## src/rtl/mem_pkg.sv

```systemverilog
// mem_pkg: shared definitions for the data-memory access unit.
//   - access size encodings carried on req_size
//   - exception codes reported on resp_exccode
//   - FSM state encoding of the access unit
//   - default address-map constants
//   - misaligned(): alignment rule for a size/offset pair
package mem_pkg;

  localparam logic [1:0] SZ_BYTE = 2'd0;
  localparam logic [1:0] SZ_HALF = 2'd1;
  localparam logic [1:0] SZ_WORD = 2'd2;
  localparam logic [1:0] SZ_RSVD = 2'd3;

  localparam logic [4:0] EXC_NONE = 5'd0;
  localparam logic [4:0] EXC_ADEL = 5'd4;
  localparam logic [4:0] EXC_ADES = 5'd5;

  localparam logic [31:0] DM_LIMIT_DEF = 32'h0000_3000;
  localparam logic [31:0] DEV_BASE_DEF = 32'h0000_7f00;
  localparam logic [31:0] DEV_END_DEF  = 32'h0000_7f23;

  typedef enum logic [1:0] {
    ST_IDLE   = 2'd0,
    ST_ACCESS = 2'd1,
    ST_WAIT   = 2'd2,
    ST_RESP   = 2'd3
  } state_t;

  // Reserved size is reported as misaligned so it raises an address exception.
  function automatic logic misaligned(input logic [1:0] size, input logic [1:0] off);
    logic bad;
    case (size)
      SZ_BYTE: bad = 1'b0;
      SZ_HALF: bad = off[0];
      SZ_WORD: bad = (off != 2'b00);
      default: bad = 1'b1;
    endcase
    return bad;
  endfunction

endpackage

```

## src/rtl/mem_lane_ext.sv

```systemverilog
// mem_lane_ext: combinational byte-lane logic.
//   off   in  2  : byte offset within the word (addr[1:0])
//   size  in  2  : access size
//   sign  in  1  : 1 sign-extends loads, 0 zero-extends
//   wdata in  32 : right-aligned store data
//   rdata in  32 : whole word read from memory/device
//   be    out 4  : byte enables
//   wrep  out 32 : store data replicated across lanes
//   rext  out 32 : extracted and extended load data
module mem_lane_ext
  import mem_pkg::*;
(
  input  logic [1:0]  off,
  input  logic [1:0]  size,
  input  logic        sign,
  input  logic [31:0] wdata,
  input  logic [31:0] rdata,
  output logic [3:0]  be,
  output logic [31:0] wrep,
  output logic [31:0] rext
);

  logic [7:0]  byte_v;
  logic [15:0] half_v;

  // Enables and lane replication for stores.
  always_comb begin
    be   = 4'b0000;
    wrep = wdata;
    case (size)
      SZ_BYTE: begin
        be   = 4'b0001 << off;
        wrep = {4{wdata[7:0]}};
      end
      SZ_HALF: begin
        be   = off[1] ? 4'b1100 : 4'b0011;
        wrep = {2{wdata[15:0]}};
      end
      SZ_WORD: begin
        be   = 4'b1111;
        wrep = wdata;
      end
      default: begin
        be   = 4'b0000;
        wrep = wdata;
      end
    endcase
  end

  // Load lane selection and extension.
  always_comb begin
    case (off)
      2'd0:    byte_v = rdata[7:0];
      2'd1:    byte_v = rdata[15:8];
      2'd2:    byte_v = rdata[23:16];
      2'd3:    byte_v = rdata[31:24];
      default: byte_v = rdata[7:0];
    endcase
    half_v = off[1] ? rdata[31:16] : rdata[15:0];
    case (size)
      SZ_BYTE: rext = {{24{sign & byte_v[7]}}, byte_v};
      SZ_HALF: rext = {{16{sign & half_v[15]}}, half_v};
      SZ_WORD: rext = rdata;
      default: rext = 32'h0000_0000;
    endcase
  end

endmodule

```

## src/rtl/mem_access_unit.sv

```systemverilog
// mem_access_unit: initiator side of the byte-enabled data-memory port.
// Accepts one load/store at a time over req_valid/req_ready, checks
// alignment and address range, drives one memory cycle and returns one
// response pulse with extended load data or an address exception.
//   clk, reset                 : clock, async active-high reset
//   req_valid/req_ready        : request handshake (ready only in IDLE)
//   req_we/size/sign/addr/wdata/pc : request fields
//   resp_valid/rdata/exc/exccode   : one-cycle response
//   mem_addr/wdata/be/we/pc, dev_sel : memory/device drive
//   mem_rdata                  : combinational read data
module mem_access_unit
  import mem_pkg::*;
#(
  parameter logic [31:0] DM_LIMIT = DM_LIMIT_DEF,
  parameter logic [31:0] DEV_BASE = DEV_BASE_DEF,
  parameter logic [31:0] DEV_END  = DEV_END_DEF,
  parameter logic [3:0]  DEV_WAIT = 4'd1
) (
  input  logic        clk,
  input  logic        reset,
  input  logic        req_valid,
  output logic        req_ready,
  input  logic        req_we,
  input  logic [1:0]  req_size,
  input  logic        req_sign,
  input  logic [31:0] req_addr,
  input  logic [31:0] req_wdata,
  input  logic [31:0] req_pc,
  output logic        resp_valid,
  output logic [31:0] resp_rdata,
  output logic        resp_exc,
  output logic [4:0]  resp_exccode,
  output logic [31:0] mem_addr,
  output logic [31:0] mem_wdata,
  output logic [3:0]  mem_be,
  output logic        mem_we,
  output logic [31:0] mem_pc,
  output logic        dev_sel,
  input  logic [31:0] mem_rdata
);

  state_t      state_r, state_nxt;
  logic        we_r, we_nxt;
  logic [1:0]  size_r, size_nxt;
  logic        sign_r, sign_nxt;
  logic [3:0]  cnt_r, cnt_nxt;

  logic        resp_valid_nxt, resp_exc_nxt, mem_we_nxt, dev_sel_nxt;
  logic [31:0] resp_rdata_nxt, mem_addr_nxt, mem_wdata_nxt, mem_pc_nxt;
  logic [4:0]  resp_exccode_nxt;
  logic [3:0]  mem_be_nxt;

  logic        hit_dm, hit_dev, req_bad;
  logic [1:0]  lane_off, lane_size;
  logic [3:0]  lane_be;
  logic [31:0] lane_wrep, lane_rext, load_data;

  // mem_addr doubles as the latched request address once accepted.
  assign lane_off  = (state_r == ST_IDLE) ? req_addr[1:0] : mem_addr[1:0];
  assign lane_size = (state_r == ST_IDLE) ? req_size : size_r;

  mem_lane_ext u_lane (
    .off   (lane_off),
    .size  (lane_size),
    .sign  (sign_r),
    .wdata (req_wdata),
    .rdata (mem_rdata),
    .be    (lane_be),
    .wrep  (lane_wrep),
    .rext  (lane_rext)
  );

  assign hit_dm    = (req_addr < DM_LIMIT);
  assign hit_dev   = (req_addr >= DEV_BASE) && (req_addr <= DEV_END);
  // Device registers are word-only.
  assign req_bad   = misaligned(req_size, req_addr[1:0]) || !(hit_dm || hit_dev) ||
                     (hit_dev && (req_size != SZ_WORD));
  assign load_data = we_r ? 32'h0000_0000 : lane_rext;
  assign req_ready = (state_r == ST_IDLE);

  // Next-state and next-output logic; outputs are registered below.
  always_comb begin
    state_nxt        = state_r;
    we_nxt           = we_r;
    size_nxt         = size_r;
    sign_nxt         = sign_r;
    cnt_nxt          = cnt_r;
    resp_valid_nxt   = 1'b0;
    resp_rdata_nxt   = resp_rdata;
    resp_exc_nxt     = resp_exc;
    resp_exccode_nxt = resp_exccode;
    mem_addr_nxt     = mem_addr;
    mem_wdata_nxt    = mem_wdata;
    mem_be_nxt       = 4'b0000;
    mem_we_nxt       = 1'b0;
    mem_pc_nxt       = mem_pc;
    dev_sel_nxt      = 1'b0;
    case (state_r)
      ST_IDLE: begin
        if (req_valid) begin
          we_nxt   = req_we;
          size_nxt = req_size;
          sign_nxt = req_sign;
          if (req_bad) begin
            state_nxt        = ST_RESP;
            resp_valid_nxt   = 1'b1;
            resp_exc_nxt     = 1'b1;
            resp_exccode_nxt = req_we ? EXC_ADES : EXC_ADEL;
            resp_rdata_nxt   = 32'h0000_0000;
          end else begin
            state_nxt     = ST_ACCESS;
            mem_addr_nxt  = req_addr;
            mem_wdata_nxt = lane_wrep;
            mem_be_nxt    = lane_be;
            mem_we_nxt    = req_we;
            mem_pc_nxt    = req_pc;
            dev_sel_nxt   = hit_dev;
          end
        end else begin
          state_nxt = ST_IDLE;
        end
      end
      ST_ACCESS: begin
        if (dev_sel && (DEV_WAIT != 4'd0)) begin
          state_nxt   = ST_WAIT;
          cnt_nxt     = DEV_WAIT;
          mem_be_nxt  = mem_be;
          dev_sel_nxt = dev_sel;
        end else begin
          state_nxt        = ST_RESP;
          resp_valid_nxt   = 1'b1;
          resp_exc_nxt     = 1'b0;
          resp_exccode_nxt = EXC_NONE;
          resp_rdata_nxt   = load_data;
        end
      end
      ST_WAIT: begin
        if (cnt_r == 4'd1) begin
          state_nxt        = ST_RESP;
          resp_valid_nxt   = 1'b1;
          resp_exc_nxt     = 1'b0;
          resp_exccode_nxt = EXC_NONE;
          resp_rdata_nxt   = load_data;
        end else begin
          cnt_nxt     = cnt_r - 4'd1;
          mem_be_nxt  = mem_be;
          dev_sel_nxt = dev_sel;
        end
      end
      ST_RESP: begin
        state_nxt = ST_IDLE;
      end
      default: begin
        state_nxt = ST_IDLE;
      end
    endcase
  end

  // State, latched request fields and registered outputs.
  always_ff @(posedge clk or posedge reset) begin
    if (reset) begin
      state_r      <= ST_IDLE;
      we_r         <= 1'b0;
      size_r       <= SZ_BYTE;
      sign_r       <= 1'b0;
      cnt_r        <= 4'd0;
      resp_valid   <= 1'b0;
      resp_rdata   <= 32'h0000_0000;
      resp_exc     <= 1'b0;
      resp_exccode <= 5'd0;
      mem_addr     <= 32'h0000_0000;
      mem_wdata    <= 32'h0000_0000;
      mem_be       <= 4'b0000;
      mem_we       <= 1'b0;
      mem_pc       <= 32'h0000_0000;
      dev_sel      <= 1'b0;
    end else begin
      state_r      <= state_nxt;
      we_r         <= we_nxt;
      size_r       <= size_nxt;
      sign_r       <= sign_nxt;
      cnt_r        <= cnt_nxt;
      resp_valid   <= resp_valid_nxt;
      resp_rdata   <= resp_rdata_nxt;
      resp_exc     <= resp_exc_nxt;
      resp_exccode <= resp_exccode_nxt;
      mem_addr     <= mem_addr_nxt;
      mem_wdata    <= mem_wdata_nxt;
      mem_be       <= mem_be_nxt;
      mem_we       <= mem_we_nxt;
      mem_pc       <= mem_pc_nxt;
      dev_sel      <= dev_sel_nxt;
    end
  end

endmodule

```

## config.mk

```make
export PLATFORM = sky130hd
export DESIGN_NAME = mem_access_unit
export DESIGN_NICKNAME = d
export VERILOG_FILES = /design/src/rtl/mem_pkg.sv /design/src/rtl/mem_lane_ext.sv /design/src/rtl/mem_access_unit.sv
export SDC_FILE = /design/constraint.sdc
export NUM_CORES = 1
export LEC_CHECK = 0
export CORE_ASPECT_RATIO = 0.6
export CORE_MARGIN = 2
export CORE_UTILIZATION = 40
export CTS_BUF_LIST = sky130_fd_sc_hd__clkbuf_4 sky130_fd_sc_hd__clkbuf_8
export CTS_CLUSTER_SIZE = 24
export DETAILED_ROUTE_END_ITERATION = 16
export MAX_ROUTING_LAYER = met4
export PLACE_DENSITY = 0.73
export SYNTH_ARGS = -nofsm -noshare
export SYNTH_HDL_FRONTEND = slang
export SYNTH_SLANG_ARGS = --single-unit
```

## constraint.sdc

```tcl
create_clock -name clk -period 5.6 [get_ports clk]
set_input_delay 0.56 -clock clk [delete_from_list [all_inputs] [get_ports clk]]
set_output_delay 0.56 -clock clk [all_outputs]
set_load 0.03 [all_outputs]
```

After elaboration in Yosys (flattened, before gate mapping)
Cells that the tools add are included.
{"block": "classes", "mux": 51, "n_eq_ne": 18, "n_bitwise": 3, "shifts": 1, "n_addsub": 1, "order_cmp": 3, "reduce_logical": 18}
{"cell": "$pmux 32 s3", "n": 2}
{"cell": "$mux 32", "n": 5}
{"cell": "$pmux 32 s2", "n": 1}
{"cell": "$ge 32x15->1 const B", "n": 1}
{"cell": "$le 32x15->1 const B", "n": 1}
{"cell": "$lt 32x14->1 const B", "n": 1}
{"cell": "$pmux 8 s4", "n": 1}
{"cell": "$mux 4", "n": 7}
{"cell": "$pmux 4 s3", "n": 2}
{"cell": "$mux 5", "n": 4}
{"cell": "$mux 1", "n": 16}
{"cell": "$mux 16", "n": 1}
{"cell": "$pmux 5 s3", "n": 1}
{"cell": "$eq 2x2->1 const B", "n": 6}
{"cell": "$ne 2x2->1 const B", "n": 6}
{"cell": "$pmux 1 s3", "n": 4}
{"cell": "$mux 2", "n": 5}
{"cell": "$eq 2x1->1 const B", "n": 4}
{"cell": "$logic_not 2->1", "n": 4}
{"cell": "$pmux 2 s4", "n": 1}
{"cell": "$pmux 4 s2", "n": 1}
{"cell": "$reduce_and 3->1", "n": 2}
{"cell": "$reduce_and 5->1", "n": 1}
{"cell": "$eq 4x1->1 const B", "n": 1}
{"cell": "other kinds (11)", "n": 17}
{"block": "totals", "elab_cells": 110, "out_inout_bits": 142, "register_bits": 151}

Logic depth before layout (Yosys ltp)
{"block": "logic_depth", "word_depth": 9, "depth_mapped": 11}

By module
From an unflattened synthesis, not the netlist that was laid out.
{"block": "hier_totals", "hier_cells": 627, "area_unflattened_um2": 7661.1}
{"module": "mem_access_unit", "cells_per_inst": 466, "area_per_inst_um2": 6505.0, "n_inst": 1}
{"module": "mem_lane_ext", "cells_per_inst": 161, "area_per_inst_um2": 1156.1, "n_inst": 1}

Worst setup path before layout
OpenSTA, ideal clock, no wires.
{"block": "synth_path", "path_kind": "reg2reg", "from": "register state_r[0]", "to": "register resp_rdata[0]", "t_arrival_ns": 2.498, "path_slack_ns": 3.007, "setup_ns": 0.096, "stages_incl_launch_ff": 9, "n_path_buf": 2, "path_cell_list": "dfrtp_1 -> inv_1 -> ha_1 -> buf_2 -> buf_4 -> mux2_4 -> o31ai_1 -> a221oi_1 -> o31ai_1"}
{"block": "synth_between", "elab_chain_len": 8, "word_cells_on_any_way": 25}
{"element": "from (decl)", "line": "mem_access_unit.sv:42", "source": "state_t state_r, state_nxt;"}
{"element": "from (signal assigned)", "line": "mem_access_unit.sv:178", "source": "state_r <= state_nxt;"}
{"element": "$logic_not 2->1 *"}
{"element": "named net req_ready", "line": "mem_access_unit.sv:22", "source": "output logic req_ready,"}
{"element": "$mux 2", "line": "mem_access_unit.sv:59", "source": "assign lane_off = (state_r == ST_IDLE) ? req_addr[1:0] : mem_addr[1:0];"}
{"element": "$eq 2x2->1, or another cell as far along", "line": "mem_lane_ext.sv:52", "source": "case (off)"}
{"element": "$pmux 8 s4", "line": "mem_lane_ext.sv:52"}
{"element": "$pmux 32 s3", "line": "mem_lane_ext.sv:60", "source": "case (size)"}
{"element": "$mux 32", "line": "mem_access_unit.sv:78", "source": "assign load_data = we_r ? 32'h0000_0000 : lane_rext;"}
{"element": "$mux 32, on equally long branches", "line": "mem_access_unit.sv:138, mem_access_unit.sv:124"}
{"element": "$pmux 32 s3", "line": "mem_access_unit.sv:98", "source": "case (state_r)"}
{"element": "to (signal assigned)", "line": "mem_access_unit.sv:184", "source": "resp_rdata <= resp_rdata_nxt;"}
{"element": "to (decl)", "line": "mem_access_unit.sv:30", "source": "output logic [31:0] resp_rdata,"}
The timed path passes the listed nets; every way through them passes the cells marked *. The select of a mux whose other input is x is not followed.
A chain may end at the register's enable or synchronous reset.

Worst setup path in the final report
{"block": "layout_path", "from": "register state_r[0]", "to": "register mem_wdata[2]"}
{"block": "layout_between", "elab_chain_len": 2}
{"element": "$logic_not 2->1", "line": "mem_access_unit.sv:98"}
{"element": "$reduce_and 3->1 (no line)"}
{"element": "to (signal assigned)", "line": "mem_access_unit.sv:188", "source": "mem_wdata <= mem_wdata_nxt;"}
{"element": "to (decl)", "line": "mem_access_unit.sv:34", "source": "output logic [31:0] mem_wdata,"}
Every way passes these cells.

==> impl_results.md <==
- Status: completed
- Crit-path leading delay family: simple AND/OR/NAND/NOR gates
- CP arrival: 3.89 ns
- Drt first pass iters: 5
- Post-placement worst setup slack: 1.782 ns
- Setup Viol. Count Final: 0
- Yosys warns: 0
- R2R setup slack: 2.04 ns
- N_diodes: 0
- Remaining Overflow, GRT: 0
- Number of synthesized flops with an enable pin: 0
- Root Buffer: clkbuf_8
- # IOs: roughly 280
- ANT nets after route: 0
- Hpwl dp: 15.64 mm
- Post-synth ARST share: 100.0%
- Post-route cell area: 10,010 um^2
- Die span in y: 104.0 um
- Final worst slack: 2.044 ns
- Die area: 17,760 um^2
- Share of cells above drive strength 1: between 10% and 20%
- Chip width: 170.7 um
- Headroom to the max-slew limit: 16.25%
- Critical path peak fanout: approximately 70
- GRT Max-Usage Layer: met2
- Nets: 1,000
- Post CTS Setup Buffer Count: 0
- Power per cell area: 380.2 nW/um^2
- Critical Path End Type: flop
- CTS tree: built
- Largest stage delay on the critical path: 0.89 ns
- Pleak: 4.435 nW
- Met2 usage: 37.83%
- CTS buffer count: 17
- RSZ-0062 raised after global routing: false
- Core area: 16,260 um^2
- Placed cell area: around 9600 um^2
- Largest net degree at the start of global routing: 101
- Clk_lat worst skew: roughly 0.45 ns
- WP data required: between 5 and 6 ns
- Sinks on Clock Net: 147
- DR iter-0 viols: 420
- Worst min path class: reg2reg
- Post-cts resize count: 0
- Min Hold Slack: 0.4879 ns
- Fillers: approximately 1.3k
- Critical setup path kind: reg2reg
- Peak supply drop: roughly 0.00017 V
- # rows: 36
- Max Fclk: 0.2812 GHz
- P&R area growth vs syn: 50.01%
- Final Critical Period: around 3.6 ns
- Syn avg cell area: ~11 um^2
- Seq/Total Area, Yosys: between 50% and 60%
- Pins Over Slew Limit: 0
- Clock buffer depth: 2
- H-tree Lvls: 4
- Mapped cell area: 6673 um^2
- Final Cycle Share: 63.50%
- Final Hold Viols: 0
- Clock Skews: 0.01071 ns
- Max Cap Viol: 0
- Starting Density: 41.04%
- Slew @ Worst Pin: 1.246 ns
- Routed via count: 5,750
- Critical Path Start Type: flop
- Total Neg Setup Slack: 0 ns
- # DRC: 0
- Slowest cell on crit path: nand4b_4
- Routed vias/inst: 5.227
- Crit path buf inv count: 2
- Hold_buf cts: 0
- Initial antenna violation count: 0
- Crit-path cells: inv_1, ha_1, nand2_1, nand4b_4, buf_4, mux2_2
- GP Congestion: 0.8861
- Global-route wire length before repair: 33.37 mm
- FF+latch count, synth: 147
- Met1 Resource Use GR: a little under a third
- I/O Buffers: 273
- Vias in the first global route: a little over 6k
- Distinct cells, synth: 52
- Clk slew on worst S/H paths: around 0.09 ns
- Dominant synthesized flop cell: dfrtp_1
- WL/cell: 19.07 um
- Total wire length: 20.98 mm
- Cells after Synth: ~600
- GRT met3 Usage: 7.610%
- Total GRT Usage: roughly a quarter
cell usage after synthesis (2+ instances only):
cell type    n  area, um^2
clkbuf_1    21       78.83
o21ai_2     11       96.34
nor3_1       4       20.02
nor2b_1      5       31.28
mux2i_1     29       290.3
nor4_1       2       12.51
or2_1        2       12.51
nor3b_1      3       22.52
mux2_2      58       653.1
nand3_1      2       10.01
nand2b_1     5       31.28
buf_6        2       22.52
buf_4        5       37.54
a21oi_1     37       185.2
o21ai_1      3       15.01
a31oi_1      2       12.51
and2_1      20       125.1
nand2_1     92       345.3
o22ai_1      2       12.51
o21ai_0     37       185.2
nor2_1      15       56.30
dfrtp_1    147        3679
buf_2        6       30.03
inv_1        9       33.78
a22oi_1      2       15.01
a221oi_1    16       140.1
ha_1         6       75.07
buf_1        5       18.77
o31ai_1     23       172.7
a211oi_1     2       15.01
nor3_2       3       30.03
a22o_1       3       26.28
kinds of logic (layout without fill, tap and decap cells):
group | count (synthesis) | count (layout) | synth area share [%]
and+or+nand+nor | 162 | 162 | 11.74
adders and majority gates | 6 | 6 | 1.125
buffers and inverters | 48 | 319 | 3.319
muxes | 88 | 88 | 14.36
AOI/OAI and AO/OA | 147 | 147 | 14.27
other | 1 | 3 | 0.05620
DFF | 147 | 147 | 55.13
metrics by stage:
stage	std cells	utilization [%]	power [mW]
finish	1100	61.56	3.805
global route	1100	61.56	4.013
CTS	1100	61.56	3.819
detailed placement	1068	58.87	2.886
global placement	1068	58.87	2.848
floorplan	601	-	2.343
cell type report:
class	instances	area [um^2]	share of cell area, %
well taps	228	285.3	2.850
inverters	9	38.79	0.3875
flip-flops and latches	147	3679	36.75
clock buffers	20	256.5	2.563
clock inverters	12	180.2	1.800
repair buffers	278	2770	27.68
multi-input cells	406	2800	27.98
power breakdown:
group	switching, mW	total [mW]	internal, mW
clock network	0.421	0.923	0.503
logic	0.990	1.61	0.621
registers	0.0829	1.27	1.19
worst paths after layout:
path	start	endpoint	cells past startpoint
setup reg to reg	state_r[0]	mem_wdata[2]	6
setup / recovery	state_r[0]	mem_wdata[2]	6
hold reg to reg	resp_rdata[19]	resp_rdata[19]	2
max in group asynchronous	reset	mem_wdata[2]	3
min in group asynchronous	reset	mem_addr[25]	2
hold / removal	resp_rdata[19]	resp_rdata[19]	2
layer usage:
layer  up-vias  part of all wire (%)
li1       2650                     -
met1      2846                    43
met2       216                    47
met3        38                   7.8
met4         0                   2.1
met5         -                     0
tightest hold or removal path, stage by stage, from the launching register on:
cell and delay [ns]:
dfrtp_1 0.35, nand2_1 0.06, o21ai_2 0.05
cell usage in the layout (no fill, tap or decap), types with 4 or more instances in the layout:
cell type	n
clkbuf_8	17
ha_1	6
bufinv_16	4
mux2i_1	28
a221oi_1	16
mux2_2	58
o31ai_1	23
inv_1	8
nand2_1	92
a21oi_1	37
dfrtp_1	147
clkdlybuf4s50_1	273
o21ai_2	10
o21ai_0	37
and2_1	20
buf_4	5
nor2b_1	5
nor3_1	4
nand2b_1	5
nor2_1	15
sequential cells by signal, indices dropped and copies added, names as in the netlist:
signal / cells
cnt_r: 4
dev_sel: 1
mem_addr: 32
mem_be: 4
mem_pc: 32
mem_wdata: 32
mem_we: 1
resp_exccode: 2
resp_rdata: 32
resp_valid: 1
sign_r: 1
size_r: 2
state_r: 2
we_r: 1
No activity file was read; power rests on OpenSTA's default activity.
==> RTL edit, RTL diff (same flow settings) <==
Remove the case item `SZ_BYTE` of the case on `size`.
--- a/src/rtl/mem_lane_ext.sv
+++ b/src/rtl/mem_lane_ext.sv
@@ -28,10 +28,6 @@
     be   = 4'b0000;
     wrep = wdata;
     case (size)
-      SZ_BYTE: begin
-        be   = 4'b0001 << off;
-        wrep = {4{wdata[7:0]}};
-      end
       SZ_HALF: begin
         be   = off[1] ? 4'b1100 : 4'b0011;
         wrep = {2{wdata[15:0]}};
Formal check against the unedited RTL: not equivalent (Yosys sat finds a counterexample within 4 cycles, from zero or initial values and one cycle with reset high).
==> RTL edit against the original RTL <==
Sequential cell count decreased by 2. Final cell count shrank 3.0%. Wire length down 3.2%. Clock power is 14% lower. Total power rose by 3.1%. Cell area up 2.4%. Setup slack got worse by 0.028 ns. Global-route usage is 2.2 points lower. Area after synthesis grew 5.1%. Highest routed layer unchanged.
==> RTL edit: results (changes against the original RTL) <==
<table>
<tr><th>Metric</th><th>Value</th></tr>
<tr><th colspan="2">STA</th></tr>
<tr><td>Hold Worst Slack</td><td>0.486 ns (-0.00164 ns)</td></tr>
<tr><td>Post-route clock period utilization</td><td>0.640 (+0.00493)</td></tr>
<tr><th colspan="2">Placed design</th></tr>
<tr><td>Post-DP Area</td><td>0.00988 sq mm (+3.2%)</td></tr>
<tr><td>Worst slack at placement</td><td>2.08 ns (+0.297 ns)</td></tr>
<tr><td>RD Place Congestion</td><td>0.894 (+0.87%)</td></tr>
<tr><td>Instance count after placement with tap cells included</td><td>1034 (-3.2%)</td></tr>
<tr><th colspan="2">Yosys</th></tr>
<tr><td>Cell types with the highest counts after synthesis</td><td>sky130_fd_sc_hd__dfrtp_1 (145), sky130_fd_sc_hd__mux2_2 (125), sky130_fd_sc_hd__nand2_1 (28), sky130_fd_sc_hd__and2_1 (21), sky130_fd_sc_hd__mux2_4 (20)</td></tr>
<tr><td>Cell count after synthesis</td><td>560 (-6.5%)</td></tr>
<tr><td>Ranking of synthesized cells by area</td><td>sky130_fd_sc_hd__dfrtp_1 (52%), sky130_fd_sc_hd__mux2_2 (20%), sky130_fd_sc_hd__mux2_4 (4.3%), sky130_fd_sc_hd__and2_1 (1.9%), sky130_fd_sc_hd__a22oi_1 (1.8%)</td></tr>
<tr><td>Number of unique standard cell types used by synthesis</td><td>49 (-5.8%)</td></tr>
<tr><th colspan="2">Min path</th></tr>
<tr><td>Min-Delay Startpoint</td><td>mem_addr[28]</td></tr>
<tr><td>Count of cells along the worst hold path</td><td>1 (-1)</td></tr>
<tr><th colspan="2">Global routing</th></tr>
<tr><td>Largest net degree at the start of global routing</td><td>94 (-6.9%)</td></tr>
<tr><td>Antenna violations before repair</td><td>1 (+1)</td></tr>
<tr><td>Global router's overall resource usage</td><td>0.227 (-0.0218)</td></tr>
<tr><th colspan="2">Power</th></tr>
<tr><td>Leakage Power</td><td>4.69 nW (+5.7%)</td></tr>
<tr><td>Worst-case vdd ir drop</td><td>0.000205 V (+24%)</td></tr>
<tr><th colspan="2">Critical path</th></tr>
<tr><td>Worst R2R Path Depth</td><td>9 (+3)</td></tr>
<tr><td>Crit-path max FO</td><td>17 (-75%)</td></tr>
<tr><td>Endpoint of the most critical register-to-register path</td><td>resp_rdata[6]</td></tr>
<tr><td>Setup slack of the worst register-to-register path</td><td>2.02 ns (-0.03 ns)</td></tr>
<tr><td>Delay of the slowest cell on the worst path</td><td>0.62 ns (-0.27 ns)</td></tr>
<tr><th colspan="2">Status</th></tr>
<tr><td>Result of the run</td><td>complete, no violations</td></tr>
<tr><th colspan="2">Cells and area</th></tr>
<tr><td>Layout Nets</td><td>964 (-3.6%)</td></tr>
<tr><td>Share of post-route cells with drive strength above 1</td><td>0.227 (+0.0941)</td></tr>
<tr><th colspan="2">Route</th></tr>
<tr><td>Drt via density</td><td>5.17 (-1.2%)</td></tr>
</table>
## RTL edit: cell count changes in the layout (fill, tap and decap cells not counted), sizes merged, moves of 6 or more
cell    change
a221oi     -13
nand3      +16
a21oi      -29
a22oi      +15
nand2      -64
mux2       +87
mux2i      -20
o21ai      -37
inv         +8
o32ai       +6
o22ai       +6
o31ai      -21
## RTL edit: metal layers
metal | vias to the layer above | part of all wire | global-route usage
li1 | 2521 | - | -
met3 | 34 | 0.084 | 0.0635
met4 | 0 | 0.022 | 0.0774
met5 | - | 0 | -
met2 | 261 | 0.45 | 0.335
met1 | 2696 | 0.44 | 0.302
## RTL edit: worst max-delay path, delay by kind of cell (launching register included)
kind,cells,cell delay (ns)
buffers and inverters,2,0.22
flip-flops,1,0.41
AO/OA/AOI/OAI,1,0.61
AND/OR/NAND/NOR,2,0.74
adder cells (fa/ha/maj),2,0.87
multiplexers,2,0.67
## RTL edit: final cells by class
| type | instances | area, sq um |
|---|---|---|
| fill | 1389 | 6880 |
| sequential | 145 | 3630 |
| multi-input combinational | 361 | 3120 |
| timing repair buffer | 279 | 2780 |
| tap | 234 | 293 |
| clock buffer | 18 | 241 |
| clock inverter | 14 | 130 |
| inverter | 15 | 61.3 |
| antenna | 1 | 2.50 |
## RTL edit: cell families (layout without fill, tap and decap cells)
group | count (synthesis) | after routing | synth area share
mux | 155 | 155 | 0.258
flops | 145 | 145 | 0.517
simple gates | 112 | 112 | 0.0849
compound gates | 81 | 81 | 0.0799
buf+inv | 56 | 326 | 0.0410
fa+ha+maj | 10 | 10 | 0.0178
other cells | 1 | 4 | 0.000535
## RTL edit: power breakdown
part           switching [mW]  internal (mW)
Combinational            1.03          0.803
Sequential             0.0956           1.20
Clock                   0.433          0.361
